===== src/rtl/dual_issue_queue_pkg.sv =====
// Shared types for the fetch/decode instruction queue: predecode bundle layout
// and the issue-mode encoding consumed by the slot-2 forwarding logic.
package dual_issue_queue_pkg;

    localparam int unsigned REG_AW = 5;

    typedef logic [REG_AW-1:0] reg_addr_t;

    // Field order is MSB-first: we, waddr, re1, raddr1, re2, raddr2, is_br, is_mem, is_hilo
    typedef struct packed {
        logic      we;
        reg_addr_t waddr;
        logic      re1;
        reg_addr_t raddr1;
        logic      re2;
        reg_addr_t raddr2;
        logic      is_br;
        logic      is_mem;
        logic      is_hilo;
    } meta_t;

    localparam int unsigned META_BITS = $bits(meta_t);

    typedef enum logic {
        ISSUE_SINGLE = 1'b0,
        ISSUE_DUAL   = 1'b1
    } issue_e;

    // Slot 2 reads a register slot 1 writes; $0 never carries a dependency.
    function automatic logic raw_dep(input meta_t older, input meta_t younger);
        return older.we && (older.waddr != '0) &&
               ((younger.re1 && (younger.raddr1 == older.waddr)) ||
                (younger.re2 && (younger.raddr2 == older.waddr)));
    endfunction

endpackage


===== src/rtl/dual_issue_queue_hazard.sv =====
// Pairing check for the two oldest queue entries: decides single vs dual issue.
module dual_issue_hazard
    import dual_issue_queue_pkg::*;
(
    input  logic [META_BITS-1:0] i_meta1,
    input  logic [META_BITS-1:0] i_meta2,
    input  logic                 i_both_valid,
    output logic                 o_issue_mode
);

    meta_t  w_m1;
    meta_t  w_m2;
    issue_e w_mode;

    assign w_m1 = meta_t'(i_meta1);
    assign w_m2 = meta_t'(i_meta2);

    // A branch in slot 1 may pair with its delay slot; a branch in slot 2 may not.
    always_comb begin
        w_mode = ISSUE_DUAL;
        if (!i_both_valid)                 w_mode = ISSUE_SINGLE;
        if (raw_dep(w_m1, w_m2))           w_mode = ISSUE_SINGLE;
        if (w_m1.is_mem && w_m2.is_mem)    w_mode = ISSUE_SINGLE;
        if (w_m1.is_hilo && w_m2.is_hilo)  w_mode = ISSUE_SINGLE;
        if (w_m2.is_br)                    w_mode = ISSUE_SINGLE;
    end

    assign o_issue_mode = (w_mode == ISSUE_DUAL);

endmodule


===== src/rtl/dual_issue_queue.sv =====
// Circular instruction buffer between fetch and decode: accepts up to two entries
// per cycle, presents the two oldest and pops 0/1/2 per the pairing decision.
module dual_issue_queue
    import dual_issue_queue_pkg::*;
#(
    parameter int unsigned DEPTH  = 16,
    parameter int unsigned AW     = 4,
    parameter int unsigned PC_W   = 32,
    parameter int unsigned INST_W = 32,
    parameter int unsigned META_W = 21
) (
    input  logic              clk,
    input  logic              rst,
    input  logic              flush,
    input  logic [3:0]        stall,
    input  logic              in_valid0,
    input  logic              in_valid1,
    input  logic [PC_W-1:0]   in_pc0,
    input  logic [PC_W-1:0]   in_pc1,
    input  logic [INST_W-1:0] in_inst0,
    input  logic [INST_W-1:0] in_inst1,
    input  logic [META_W-1:0] in_meta0,
    input  logic [META_W-1:0] in_meta1,
    output logic              in_ready,
    output logic              out_valid1,
    output logic [PC_W-1:0]   out_pc1,
    output logic [INST_W-1:0] out_inst1,
    output logic [META_W-1:0] out_meta1,
    output logic              out_valid2,
    output logic [PC_W-1:0]   out_pc2,
    output logic [INST_W-1:0] out_inst2,
    output logic [META_W-1:0] out_meta2,
    output logic              issue_mode
);

    logic [PC_W-1:0]   r_pc   [DEPTH];
    logic [INST_W-1:0] r_inst [DEPTH];
    logic [META_W-1:0] r_meta [DEPTH];

    logic [AW-1:0] r_head;
    logic [AW-1:0] r_tail;
    logic [AW:0]   r_count;

    logic [1:0]    w_push_n;
    logic [1:0]    w_pop_n;
    logic [AW-1:0] w_head2;
    logic [AW-1:0] w_tail1;
    logic          w_issue;
    logic          w_unused_stall;

    assign w_unused_stall = ^{stall[3:2], stall[0]};

    assign in_ready = ~rst & (r_count <= (AW+1)'(DEPTH-2));
    assign w_head2  = r_head + AW'(1);
    assign w_tail1  = r_tail + AW'(1);

    always_comb begin
        w_push_n = '0;
        if (in_ready && in_valid0) w_push_n = in_valid1 ? 2'd2 : 2'd1;
    end

    assign out_valid1 = (r_count != '0);
    assign out_pc1    = r_pc[r_head];
    assign out_inst1  = r_inst[r_head];
    assign out_meta1  = r_meta[r_head];
    assign out_pc2    = r_pc[w_head2];
    assign out_inst2  = r_inst[w_head2];
    assign out_meta2  = r_meta[w_head2];

    dual_issue_hazard u_hazard (
        .i_meta1      (out_meta1),
        .i_meta2      (out_meta2),
        .i_both_valid (r_count >= (AW+1)'(2)),
        .o_issue_mode (w_issue)
    );

    assign issue_mode = w_issue;
    assign out_valid2 = w_issue;

    always_comb begin
        w_pop_n = '0;
        if (!stall[1]) w_pop_n = w_issue ? 2'd2 : {1'b0, out_valid1};
    end

    always_ff @(posedge clk) begin
        if (rst || flush) begin
            r_head  <= '0;
            r_tail  <= '0;
            r_count <= '0;
        end else begin
            r_head  <= r_head + AW'(w_pop_n);
            r_tail  <= r_tail + AW'(w_push_n);
            r_count <= r_count + (AW+1)'(w_push_n) - (AW+1)'(w_pop_n);
        end
    end

    // Storage is not reset; a flushed push is suppressed so stale slots stay untouched.
    always_ff @(posedge clk) begin
        if (!flush && (w_push_n != '0)) begin
            r_pc[r_tail]   <= in_pc0;
            r_inst[r_tail] <= in_inst0;
            r_meta[r_tail] <= in_meta0;
            if (w_push_n == 2'd2) begin
                r_pc[w_tail1]   <= in_pc1;
                r_inst[w_tail1] <= in_inst1;
                r_meta[w_tail1] <= in_meta1;
            end
        end
    end

endmodule


===== config.mk =====
export PLATFORM = sky130hd
export DESIGN_NAME = dual_issue_queue
export DESIGN_NICKNAME = d
export VERILOG_FILES = /design/src/rtl/dual_issue_queue_pkg.sv /design/src/rtl/dual_issue_queue_hazard.sv /design/src/rtl/dual_issue_queue.sv
export SDC_FILE = /design/constraint.sdc
export NUM_CORES = 2
export LEC_CHECK = 0
export CAP_MARGIN = 10
export CORE_ASPECT_RATIO = 1.2
export CORE_UTILIZATION = 45
export CTS_BUF_LIST = sky130_fd_sc_hd__clkbuf_4
export CTS_CLUSTER_DIAMETER = 30
export CTS_CLUSTER_SIZE = 40
export DETAILED_ROUTE_END_ITERATION = 8
export GPL_TIMING_DRIVEN = 0
export PLACE_DENSITY_LB_ADDON = 0.05
export SYNTH_ARGS = -nofsm -noshare
export SYNTH_HDL_FRONTEND = slang
export SYNTH_SLANG_ARGS = --single-unit

===== constraint.sdc =====
create_clock -name clk -period 12.81 [get_ports clk]
set_clock_uncertainty 0.15 [all_clocks]
set_input_delay 1.281 -clock clk [delete_from_list [all_inputs] [get_ports clk]]
set_output_delay 1.281 -clock clk [all_outputs]
set_load 0.005 [all_outputs]

==> results.py <==
metrics = {
    "run_status": {
        "status": "finished with violations",
        "violations": "max-capacitance violations, max-slew violations",
    },
    "detailed_routing": {
        "routed_via_density": 6.72,
        "vias": 55205,
        "drc": 0,
        "drt-pass1-iter-count": 5,
        "wire_per_inst_um": 40.0,
        "totalWireLength_mm": 328,
        "postRouteAntennaNets": 0,
        "detail_route.iter0.violations": 6663,
    },
    "timing": {
        "setup-violations-final": 0,
        "rsz0062_at_grt": "no",
        "fin_setup_tns_ns": 0,
        "fmax_mhz": 116,
        "fin_ws_ns": 4.16,
        "drv_slew": 11,
        "max_slew_margin_pct": -1.51,
        "finalCriticalPeriod_ns": 8.65,
        "tightestPinTransition_ns": 1.52,
        "fin_crit_sh_pct": 67.5,
        "hold_viol": 0,
    },
    "final_layout": {
        "nNetsFinal": 5826,
        "layout_common_cells": "1361 x mux2_2, 1360 x edfxtp_1, 575 x mux4_2, 408 x clkbuf_4",
        "area.growth.synth_to_final_pct": 17.8,
        "final_common_cell": "mux2_2",
        "drive_above_1_share_pct": 48.9,
    },
    "worst_setup_path": {
        "reg2reg_to": "r_count[4]",
        "critPathMaxFanout": 10,
        "cp.required_ns": 11.38,
        "r2r_slack_ns": 6.51,
        "crit_type": "reg2out",
        "cp.arrival_ns": 7.22,
        "cp-start-kind": "flip-flop",
        "r2r_cells": 21,
        "r2r_start": "r_head[1]",
        "cp-end-kind": "output pin",
    },
    "power_and_ir_drop": {
        "fin_total_pwr_mw": 13.0,
        "seqPwrFrac_pct": 38.4,
        "comb_power_share_pct": 26.1,
        "internal_power_mw": 9.09,
        "powerDensity_nw_per_um2": 138,
        "clkPwrFrac_pct": 35.5,
        "p_leak_nw": 30.1,
        "switching_share_pct": 30.2,
        "vdd_drop_max_mv": 0.123,
        "p_sw_mw": 3.94,
    },
    "hold_path": {
        "hp-class": "reg2reg",
        "hold_end": "r_tail[3]",
        "min-delay-start": "r_tail[3]",
        "whs_path_depth": 2,
    },
    "floorplan": {
        "die_x_um": 387,
        "die-area_um2": 180000,
        "rows": 169,
        "die_y_um": 464,
        "io_pins": 353,
        "start_util_pct": 45.3,
        "coreArea_um2": 177000,
    },
    "clock_tree": {
        "htree_levels": 5,
        "cts_setup_buffers": 0,
        "clkLatencyLatePin_ns": 1.43,
        "cts_buffers": 351,
        "clkTransAtPathRegs_ns": 0.07,
        "root_buffer": "clkbuf_4",
        "cts_resized": 0,
        "clkSinkCount": 1373,
        "cts_hold_buffers": 0,
        "clock_path_buffers": 4,
        "tritoncts": "done",
    },
    "yosys": {
        "synth.cell_area_um2": 80100,
        "synth_nets": 5010,
        "synth_edf_count": 1360,
        "synth_cells": 4812,
        "ys_seq_area_share_pct": 51.3,
        "synthFlopType": "edfxtp_1",
        "synth-async-reset-ratio_pct": 0,
        "yosys_warnings": 0,
        "ys_ff_latch": 1373,
        "synth.distinct_cells": 50,
        "syn_area_per_cell_um2": 16.6,
    },
    "global_routing": {
        "grt_max_degree": 23,
        "first_global_vias": 55585,
        "grtUsageMet3_pct": 9.65,
        "grt.busiest_layer": "met2",
        "track_usage_pct": 35.9,
        "grt_pass1_wl_mm": 443,
        "grtUsageMet1_pct": 44.7,
        "grt-ovfl-total": 0,
        "grt.met2_usage_pct": 57.9,
        "antenna_found_initial": 38,
    },
    "placement": {
        "preCtsSetupSlack_ns": 5.78,
        "place_congestion": 0.854,
        "hpwl_mm": 220,
        "portBuffers": 349,
    },
    "flow_run": {
        "maxCapViolations": 1,
    },
}
-- power by group through the flow --
stage	combinational, mW	clock [mW]	sequential [mW]
floorplan	1.93	0	5.10
detailed placement	3.34	0	5.10
finish	3.40	4.63	5.00
global route	3.50	4.86	5.00
global placement	3.29	0	5.12
CTS	3.36	4.66	5.00
-- sequential cells by signal, indices dropped and copies added (netlist names) --
name	count
r_count	5
r_meta	336
r_head	4
r_tail	4
r_inst	512
r_pc	512
-- how the worst max path moves through the flow --
stage              start            to  slack [ns]  cells after the start
2_1_floorplan        rst  r_inst[0][0]        3.61                      4
3_3_place_gp         rst   r_pc[0][23]       -8.54                      5
3_5_place_dp   r_head[1]    out_pc2[0]        5.78                     10
4_1_cts        r_head[1]    out_pc2[0]        4.24                     10
5_1_grt        r_head[1]    out_pc2[0]        4.20                     10
6_report       r_head[1]    out_pc2[0]        4.16                     10
-- layout make-up --
type	count	area, um^2
antenna	17	42.5
buffer	557	2850
clock buffer	407	3060
clock inverter	202	2210
fill	14781	82400
inverter	25	93.8
multi-input combinational	2857	36200
sequential	1373	41100
tap	2308	2890
timing repair buffer	463	5910
-- routing by layer --
metal / up-vias / routed length, um
met5: - / 304
li1: 21811 / -
met2: 3660 / 155000
met3: 914 / 35900
met4: 42 / 17200
met1: 28778 / 120000
-- cell families after synthesis --
kind of cell | after synthesis | share of synthesized area (%)
simple gates | 165 | 0.918
buf+inv | 582 | 3.66
flops | 1373 | 51.3
mux | 2305 | 40.3
xor+xnor | 17 | 0.186
fa+ha+maj | 19 | 0.334
compound gates | 351 | 3.27
-- cells in the mapped netlist, types with 4 or more instances --
library cell / count / area [um^2]
or2_2: 6 / 37.5
o21ai_0: 85 / 425
a21oi_1: 7 / 35.0
nand2_1: 86 / 323
a22oi_1: 83 / 623
and2_1: 5 / 31.3
mux2_2: 1361 / 15300
fa_1: 4 / 80.1
mux4_1: 20 / 526
edfxtp_1: 1360 / 40800
nor2_1: 37 / 139
buf_6: 48 / 541
nor2b_1: 5 / 31.3
or3_1: 4 / 25.0
clkbuf_1: 298 / 1120
mux4_2: 575 / 12900
xnor2_1: 10 / 87.6
inv_1: 25 / 93.8
xor2_1: 7 / 61.3
ha_1: 15 / 188
buf_2: 160 / 801
nand3_1: 9 / 45.0
dfxtp_1: 13 / 260
buf_1: 17 / 63.8
buf_4: 27 / 203
a221oi_1: 162 / 1420
mux2i_1: 349 / 3490
-- critical path, cell delays in order, from the launching register on --
cell             delay [ns]
dfxtp_1                0.73
ha_1                   0.23
buf_6                  0.14
buf_2                  0.37
buf_4                  0.33
buf_4                  0.32
clkbuf_1               1.02
clkbuf_1               1.05
mux4_2                 0.43
mux4_2                 0.46
clkdlybuf4s50_1        0.67
-- metrics by stage --
stage	instances	hold slack [ns]	util [%]	instance area (um^2)
floorplan	4812	0.381	-	80100
global placement	7469	0.410	48.9	86500
detailed placement	7576	0.417	50.3	89000
CTS	8185	0.429	53.3	94200
global route	8194	0.481	53.4	94300
finish	8209	0.434	53.4	94400
No activity file was read; power rests on OpenSTA's default activity.
